<file path="src/rtl/frame_tick_pkg.sv">
// Shared constants and types for the frame-rate tick generator.
// Holds the default parameter values and the channel-index width.
package frame_tick_pkg;

   localparam int DEF_PERIOD_W   = 16;
   localparam int DEF_PERIOD     = 49;
   localparam int DEF_NUM_CH     = 4;
   localparam int DEF_DIV_W      = 8;
   localparam int DEF_DIV        = 1;
   localparam int DEF_FCNT_W     = 16;

   // div_ch is always 4 bits wide, so at most 16 channels can be addressed.
   localparam int CH_IDX_W       = 4;
   localparam int MAX_NUM_CH     = 16;

   typedef logic [CH_IDX_W-1:0] ch_idx_t;

endpackage

</file>
<file path="src/rtl/frame_tick_div.sv">
// One game-logic tick channel: divides frame wraps by a loadable divider.
// A divider of zero disables the channel and freezes its counter.
module frame_tick_div
   import frame_tick_pkg::*;
#(
   parameter int DIV_W       = DEF_DIV_W,
   parameter int DEFAULT_DIV = DEF_DIV
) (
   input  logic             clk,
   input  logic             RST,
   input  logic             i_adv,
   input  logic             i_ld,
   input  logic [DIV_W-1:0] i_div,
   output logic             o_tick
);

   logic [DIV_W-1:0] r_div;
   logic [DIV_W-1:0] r_ccnt;
   logic             r_tick;

   always_ff @(posedge clk) begin
      if (RST) begin
         r_div  <= DIV_W'(DEFAULT_DIV);
         r_ccnt <= '0;
         r_tick <= 1'b0;
      end else begin
         r_tick <= 1'b0;
         // A load restarts the channel phase and swallows a coincident wrap.
         if (i_ld) begin
            r_div  <= i_div;
            r_ccnt <= '0;
         end else if (i_adv && (r_div != '0)) begin
            if (r_ccnt == r_div - 1'b1) begin
               r_ccnt <= '0;
               r_tick <= 1'b1;
            end else begin
               r_ccnt <= r_ccnt + 1'b1;
            end
         end
      end
   end

   assign o_tick = r_tick;

endmodule

</file>
<file path="src/rtl/frame_tick_gen.sv">
// Frame-rate tick generator with NUM_CH divided game-logic tick channels.
// Optional macro FRAME_TICK_PAUSE_EN lets `pause` freeze the channels only.
module frame_tick_gen
   import frame_tick_pkg::*;
#(
   parameter int PERIOD_W       = DEF_PERIOD_W,
   parameter int DEFAULT_PERIOD = DEF_PERIOD,
   parameter int NUM_CH         = DEF_NUM_CH,
   parameter int DIV_W          = DEF_DIV_W,
   parameter int DEFAULT_DIV    = DEF_DIV,
   parameter int FCNT_W         = DEF_FCNT_W
) (
   input  logic                clk,
   input  logic                RST,
   input  logic                en,
   input  logic                pause,
   input  logic                period_ld,
   input  logic [PERIOD_W-1:0] period_in,
   input  logic                div_ld,
   input  logic [CH_IDX_W-1:0] div_ch,
   input  logic [DIV_W-1:0]    div_in,
   output logic                frame_tick,
   output logic [NUM_CH-1:0]   ch_tick,
   output logic [FCNT_W-1:0]   frame_cnt
);

   logic [PERIOD_W-1:0] r_cnt;
   logic [PERIOD_W-1:0] r_period;
   logic                r_frame_tick;
   logic [FCNT_W-1:0]   r_frame_cnt;

   logic [PERIOD_W-1:0] w_period_eff;
   logic                w_last;
   logic                w_wrap;
   logic                w_pause;
   logic                w_ch_adv;
   logic [NUM_CH-1:0]   w_ld;

   // Periods 0 and 1 both mean "tick every enabled cycle".
   assign w_period_eff = (r_period == '0) ? PERIOD_W'(1) : r_period;
   assign w_last       = (r_cnt == w_period_eff - 1'b1);
   assign w_wrap       = en && w_last && !period_ld;

`ifdef FRAME_TICK_PAUSE_EN
   assign w_pause = pause;
`else
   logic w_unused_pause;
   assign w_unused_pause = pause;
   assign w_pause        = 1'b0;
`endif

   assign w_ch_adv = w_wrap && !w_pause;

   always_ff @(posedge clk) begin
      if (RST) begin
         r_cnt        <= '0;
         r_period     <= PERIOD_W'(DEFAULT_PERIOD);
         r_frame_tick <= 1'b0;
         r_frame_cnt  <= '0;
      end else begin
         // NOTE: a period load restarts the frame and so outranks a coincident wrap.
         if (period_ld) begin
            r_period     <= period_in;
            r_cnt        <= '0;
            r_frame_tick <= 1'b0;
         end else if (en) begin
            if (w_last) begin
               r_cnt        <= '0;
               r_frame_tick <= 1'b1;
               r_frame_cnt  <= r_frame_cnt + 1'b1;
            end else begin
               r_cnt        <= r_cnt + 1'b1;
               r_frame_tick <= 1'b0;
            end
         end else begin
            r_frame_tick <= 1'b0;
         end
      end
   end

   // Out-of-range div_ch values never match any channel, so those loads vanish.
   for (genvar g = 0; g < NUM_CH; g++) begin : g_ch
      assign w_ld[g] = div_ld && (div_ch == CH_IDX_W'(g));

      frame_tick_div #(
         .DIV_W       (DIV_W),
         .DEFAULT_DIV (DEFAULT_DIV)
      ) u_div (
         .clk    (clk),
         .RST    (RST),
         .i_adv  (w_ch_adv),
         .i_ld   (w_ld[g]),
         .i_div  (div_in),
         .o_tick (ch_tick[g])
      );
   end

   assign frame_tick = r_frame_tick;
   assign frame_cnt  = r_frame_cnt;

endmodule
</file>
<file path="config.mk">
export PLATFORM = sky130hd
export DESIGN_NAME = frame_tick_gen
export DESIGN_NICKNAME = d
export VERILOG_FILES = /design/src/rtl/frame_tick_pkg.sv /design/src/rtl/frame_tick_div.sv /design/src/rtl/frame_tick_gen.sv
export SDC_FILE = /design/constraint.sdc
export NUM_CORES = 1
export LEC_CHECK = 0
export CAP_MARGIN = 25
export CORE_MARGIN = 2
export CORE_UTILIZATION = 56
export CTS_BUF_LIST = sky130_fd_sc_hd__clkbuf_4 sky130_fd_sc_hd__clkbuf_8
export CTS_CLUSTER_DIAMETER = 40
export DETAILED_ROUTE_END_ITERATION = 8
export GPL_ROUTABILITY_DRIVEN = 0
export PLACE_DENSITY = 0.79
export SYNTH_ARGS = -nofsm -noshare
export SYNTH_HDL_FRONTEND = slang
export SYNTH_SLANG_ARGS = --single-unit
</file>
<file path="constraint.sdc">
create_clock -name clk -period 6.87 [get_ports clk]
set_input_delay 1.0305 -clock clk [delete_from_list [all_inputs] [get_ports clk]]
set_output_delay 1.0305 -clock clk [all_outputs]
set_load 0.01 [all_outputs]
</file>
== After elaboration in Yosys (flattened, before gate mapping) ==
Index checks and enable logic that the tools add are counted.
Widths: inputs -> output; s select.

* Add/subtract/negate cells: 11
* Equality and inequality tests: 8
* Mux-type cells: 11
* Bitwise operators: 6
* Reductions and logical operators: 28

{| class="wikitable"
|+ Operator list
! operator !! count
|-
| $add 16x1->16 const B || 2
|-
| $add 8x1->8 const B || 4
|-
| $eq 8x8->1 || 4
|-
| $mux 16 || 2
|-
| $mux 8 || 4
|-
| $reduce_bool 8->1 || 4
|-
| $sub 8x1->8 const B || 4
|-
| $eq 16x16->1 || 1
|-
| $logic_not 16->1 || 1
|-
| $sub 16x1->16 const B || 1
|-
| $reduce_or 3->1 || 5
|-
| $logic_and 1x1->1 || 10
|-
| $reduce_or 2->1 || 5
|-
| $eq 4x2->1 const B || 2
|-
| $not 1->1 || 6
|-
| $mux 1 || 5
|-
| $eq 4x1->1 const B || 1
|-
| $logic_not 4->1 || 1
|-
| $reduce_and 3->1 || 1
|-
| $logic_not 1->1 || 1
|}

* Register bits: 117
* Input port bits: 34
* Output and inout port bits: 21
* Word-level logic and storage cells: 80

== Depth between registers and ports, before layout ==
* Depth in word-level cells: 9
* Depth in mapped cells: 15
* Depth with buffers taken out: 12

== By module ==
Synthesis repeated with hierarchy kept, for this count alone.

* Cell total of the unflattened synthesis: 790
* Area, all modules: 6980.4 µm²

{| class="wikitable"
|+ By module, submodules not included
! module !! times used !! cells an instance !! area each (µm²) !! sequential area each (µm²)
|-
| frame_tick_div || 4 || 117 || 1069.8 || 340.3
|-
| frame_tick_gen || 1 || 322 || 2701.3 || 980.9
|}

== Least setup slack after synthesis ==
Ideal clock, no wire load.

* Kind: reg-to-reg
* Start point: reg r_period[5]
* End point: reg r_frame_cnt[11], in the netlist frame_cnt[11]
* Library setup time: 0.071 ns
* Data arrival time: 3.950 ns
* Required time: 6.799 ns
* Slack: 2.850 ns
* Stages on the path, launching flop included: 15
* Path buffers: 2
* Period minus slack after synthesis: 4.020 ns
* Cell sequence: dfxtp_1 > nor3_1 > and3_1 > clkbuf_1 > a21oi_1 > ha_1 > nor4b_1 > nand2_1 > or3_1 > a2111o_1 > or4_4 > buf_6 > or4_1 > or2_0 > a21oi_1

* Longest elaborated chain between the ends: 5

{| class="wikitable"
|+ Ends and longest elaborated chain
! element !! line !! RTL
|-
| from (decl) || frame_tick_gen.sv:28 || <nowiki>logic [PERIOD_W-1:0] r_period;</nowiki>
|-
| from (signal assigned) || frame_tick_gen.sv:57 || <nowiki>r_period <= PERIOD_W'(DEFAULT_PERIOD);</nowiki>
|-
| from (signal assigned) || frame_tick_gen.sv:63 || <nowiki>r_period <= period_in;</nowiki>
|-
| $logic_not 16->1 || frame_tick_gen.sv:40 || <nowiki>assign w_period_eff = (r_period == '0) ? PERIOD_W'(1) : r_period;</nowiki>
|-
| $mux 16 (*) || frame_tick_gen.sv:40 ||
|-
| $sub 16x1->16 (*) || frame_tick_gen.sv:41 || <nowiki>assign w_last = (r_cnt == w_period_eff - 1'b1);</nowiki>
|-
| $eq 16x16->1 (*) || frame_tick_gen.sv:41 ||
|-
| $reduce_and 3->1 (no source line) (*) || -- ||
|-
| to (signal assigned) || frame_tick_gen.sv:70 || <nowiki>r_frame_cnt <= r_frame_cnt + 1'b1;</nowiki>
|-
| to (decl) || frame_tick_gen.sv:30 || <nowiki>logic [FCNT_W-1:0] r_frame_cnt;</nowiki>
|}

Mark *: on every way between the ends. The rest lies on a longest branch, timed or not.
A chain may end at the register's enable or synchronous reset.

== Final worst setup path ==
* Start point: reg r_period[5]
* End point: reg r_frame_cnt[15], in the netlist frame_cnt[15]

The elaborated chain is that of the path after synthesis.

==> results.json <==
{
  "std_cell_rows": 39,
  "yosys.area.top_type": "dfxtp_1",
  "yosys-top-cells-count": "117 x dfxtp_1, 92 x nor2_1, 53 x nand2_1",
  "core_um2": 11400,
  "start_util_pct": 57.1,
  "synth_edf_count": 0,
  "path_max_fanout": 9,
  "skew_ns": 0.0134,
  "synth.most_common_cell": "dfxtp_1",
  "synth.distinct_cells": 65,
  "clkLatencyLatePin_ns": 0.47,
  "cts_setup_buffers": 0,
  "cp.required_ns": 7.22,
  "track_usage_pct": 25.0,
  "syn-num-nets": 815,
  "fin_crit_ns": 5.12,
  "multiInputGateArea_um2": 3900,
  "post-route-period-util_pct": 74.6,
  "synthToLayoutAreaGrowth_pct": 15.4,
  "drt_iter0_drc": 416,
  "ys_seq_area_share_pct": 36.0,
  "clk_pin_slew_worst_paths_ns": 0.08,
  "hpwl_um": 10700,
  "max_slew_margin_pct": 33.6,
  "grt_pass1_wl_um": 25400,
  "finish.utilization_pct": 66.0,
  "drv_slew": 0,
  "wl_per_cell_um": 15.9,
  "syn_inst": 770,
  "synthArstFlopShare_pct": 0,
  "cts_tree": "built",
  "rsz0062_at_grt": "no",
  "vias": 5866,
  "place.port_buffers": 53,
  "wl_um": 15200,
  "p_total_mw": 1.50,
  "p_leak_nw": 2.79,
  "peakVddDrop_mv": 0.185,
  "routed_via_density": 6.11,
  "drt_pre_antenna_iters": 5,
  "cts_resized": 0,
  "synth_top_area_share_pct": 36.0,
  "grt_pass1_vias": 5406,
  "drive_gt1_share_pct": 6.36,
  "setup_ws_ns": 1.75,
  "gr-total-overflow": 0,
  "clockRootBuffer": "clkbuf_8",
  "antenna_found_initial": 0,
  "max_slew.worst_pin.slew_ns": 0.992,
  "drtAntennaViolNets": 0,
  "h-tree-depth": 4,
  "dieWidth_um": 112,
  "grt_max_degree": 67,
  "synth_top_flop_cell": "dfxtp_1",
  "setup_viol": 0,
  "setup_tns_ns": 0,
  "ys_ff_latch": 117,
  "syn_area_um2": 6500,
  "ios": 55,
  "fillerInstances": 930,
  "regArea_um2": 2340,
  "cts_hold_buf": 0,
  "crit_arrival_ns": 5.47,
  "syn_avg_cell_area_um2": 8.44,
  "synth.area.top_cells": "dfxtp_1 36%, mux2i_1 8.0%, xnor2_1 5.7%",
  "cp-start-kind": "flip-flop",
  "outcome": "finished, final reports clean",
  "worstHoldPathType": "flip-flop to flip-flop",
  "synth_warnings": 0,
  "drc": 0,
  "cts_inserted_buffers": 17,
  "nets": 849,
  "clkSinkCount": 117,
  "die_y_um": 112,
  "max_freq_ghz": 0.195,
  "diodes": 0,
  "die_area_um2": 12500,
  "cts_max_path_buffers": 2,
  "finalHoldViolCount": 0,
  "critPathKind": "flip-flop to flip-flop",
  "end_kind": "flip-flop",
  "dp_worst_setup_slack_ns": 2.03,
  "drv_cap": 0,
  "p_per_area_nw_per_um2": 200
}
cell families (layout without fill, tap and decap cells):
family                   after synthesis  in the layout  share of synthesized area [%]
AO/OA/AOI/OAI                        121            121                           12.7
XOR/XNOR                              77             77                           10.4
adder cells (fa/ha/maj)               11             11                           2.12
buffers and inverters                 62            109                           3.99
flip-flops                           117            117                           36.0
multiplexers                          53             53                           8.18
AND/OR/NAND/NOR                      329            329                           26.6
metrics by stage:
step | instance area (um2) | hold WS [ns] | std cells
floorplan | 6500 | 0.463 | 770
global placement | 7040 | 0.471 | 927
detailed placement | 7040 | 0.482 | 927
CTS | 7470 | 0.497 | 959
global route | 7500 | 0.523 | 960
finish | 7500 | 0.504 | 960
layer usage:
| layer | share of wire, % | GRT usage [%] | up-vias |
|---|---|---|---|
| met5 | 0 | 0 | - |
| met4 | 2.3 | 10.7 | 0 |
| met3 | 5.4 | 5.88 | 34 |
| met2 | 46 | 39.5 | 172 |
| met1 | 46 | 32.9 | 2807 |
| li1 | - | - | 2853 |
path summary, 6_finish.rpt:
kind,startpoint,end,slack (ns),cells past startpoint
min,g_ch[0].u_div.r_ccnt[7],g_ch[0].u_div.r_ccnt[7],0.50,2
max,r_period[5],frame_cnt[15],1.75,12
min reg2reg,g_ch[0].u_div.r_ccnt[7],g_ch[0].u_div.r_ccnt[7],0.50,2
max reg2reg,r_period[5],frame_cnt[15],1.75,12
registers in the layout (all words and copies together), names as in the netlist:
register	cells
frame_cnt	16
frame_tick	1
g_ch.u_div.o_tick	4
g_ch.u_div.r_ccnt	32
g_ch.u_div.r_div	32
r_cnt	16
r_period	16
power breakdown:
group | total [mW] | internal [mW] | switching (mW)
sequential | 0.700 | 0.686 | 0.0135
clock | 0.687 | 0.382 | 0.305
combinational | 0.116 | 0.0519 | 0.0645
final cells by class:
class	count	share of cell area, %
Clock inverter	13	2.30
Clock buffer	19	3.49
Timing Repair Buffer	55	7.47
Tap cell	143	2.39
Multi-Input combinational cell	591	52.0
Sequential cell	117	31.2
Inverter	22	1.10
cells in the final DEF, fill, tap and decap left out, types with 5 or more instances in the layout:
cell type	n
a21oi_1	36
nand3_1	38
nand2_1	53
clkdlybuf4s50_1	52
nor4b_1	5
ha_1	11
clkbuf_8	19
mux2i_1	52
nor3_1	12
or4_1	21
and4_1	6
xnor2_1	42
o21ai_0	16
nor2_1	92
and3_1	20
a21o_1	6
or3_1	15
nor4_1	12
o211ai_1	5
nand2b_1	6
o31ai_1	14
nand4_1	17
dfxtp_1	117
and2_1	7
xor2_1	35
inv_1	22
worst max-delay path, cell delays in order (launching register included):
cell	delay (ns)
dfxtp_1	0.43
nor3_1	0.17
and3_1	0.31
a21oi_1	0.19
ha_1	0.25
nor4b_1	0.54
nand2_1	0.18
or4_1	0.53
a22oi_1	0.68
nand2_1	0.41
nor4_2	0.71
nand4_1	0.25
mux2_2	0.33
(Power assumes the default switching activity.)
==> variant: new RTL, same flow settings <==
The option `FRAME_TICK_PAUSE_EN` is turned on by a define.
--- a/src/rtl/frame_tick_gen.sv
+++ b/src/rtl/frame_tick_gen.sv
@@ -2,2 +2,4 @@
 // Optional macro FRAME_TICK_PAUSE_EN lets `pause` freeze the channels only.
+`define FRAME_TICK_PAUSE_EN
+
 module frame_tick_gen
Formal check against the unedited RTL: not equivalent (a bounded check fails within 4 cycles, from zero or initial values and one cycle with RST high).
==> variant against the original RTL <==
  * Total power fell by 0.97%
  * Sequential cell count unchanged
  * Final area rose by 2.6%
  * Via count increased by 2.9%
  * Setup slack gained 450 ps
  * Routed wire length grew 5.8%
  * Area after synthesis up 3.0%
  * Highest routed layer unchanged
==> variant: results (changes against the original RTL) <==
maxSlewHeadroom_pct: 38.49  # was 33.55%
use_met2_pct: 43.19  # was 39.47%
synth.distinct_cells: 62  # was 65
grt_use_total_pct: 25.94  # was 25.00%
synthAdderAreaFrac_pct: 2.057  # was 2.118%
drive_gt1_share_pct: 7.101  # was 6.365%
status: "complete, no violations"  # unchanged
io_buffers: 54  # was 53
grt.met3_usage_pct: 6.160  # was 5.879%
seq_area_share_pct: 30.44  # was 31.23%
multiInputCombCellCount: 617  # was 591
dp_hpwl_um: 11500  # was 10670 um
slowest_stage: "nor2b_1"  # was nor4_2
min_to: "frame_cnt[4]"  # was g_ch[0].u_div.r_ccnt[7]
clkLatencyLatePin_ps: 440  # was 470 ps
routed_wl_um: 16120  # was 15240 um
synth_seq_area_share_pct: 35.00  # was 36.05%
n_all_buffers: 61  # was 55
met1_length_um: 7191  # was 7074 um
syn-num-nets: 844  # was 815
inv_count: 19  # was 22
r2r_start: "r_period[4]"  # was r_period[5]
hp-start: "frame_cnt[4]"  # was g_ch[0].u_div.r_ccnt[7]
power.total_w: 0.001489  # was 0.001503 W
muxShareOfSynthArea_pct: 9.125  # was 8.184%
power.switching_w: 0.0003684  # was 0.0003829 W
grt_pass1_wl_um: 27030  # was 25420 um
fin_nets: 878  # was 849
crit_fanout: 15  # was 9
clk_share_pct: 5.302  # was 5.789%
## variant: cell types whose count changed after synthesis, moves of 7 or more
| cell | delta |
|---|---|
| o21ai_0 | +8 |
| a21oi_1 | -17 |
| mux2_2 | +7 |
| nor2_1 | +19 |
| o211ai_1 | +9 |
| nand2_1 | +8 |
| o31ai_1 | -11 |
| or4_1 | -9 |
| nand3_1 | -14 |
| nor2b_1 | +13 |
| nor3_1 | +8 |
## variant: through the flow
step	utilization (%)	setup WS [ps]	hold WS, ps	instances
finish	66.81	2197	499.5	988
global route	66.81	1855	537.3	988
CTS	66.46	2204	507.8	985
detailed placement	62.92	2257	499.0	954
global placement	62.92	2491	483.2	954
floorplan	-	3076	476.0	799
## variant: logic make-up (layout without fill, tap and decap cells)
kind of cell / Yosys count / after routing
xor+xnor: 80 / 80
flops: 117 / 117
mux: 60 / 60
simple gates: 354 / 354
compound gates: 112 / 112
buf+inv: 65 / 111
fa+ha+maj: 11 / 11
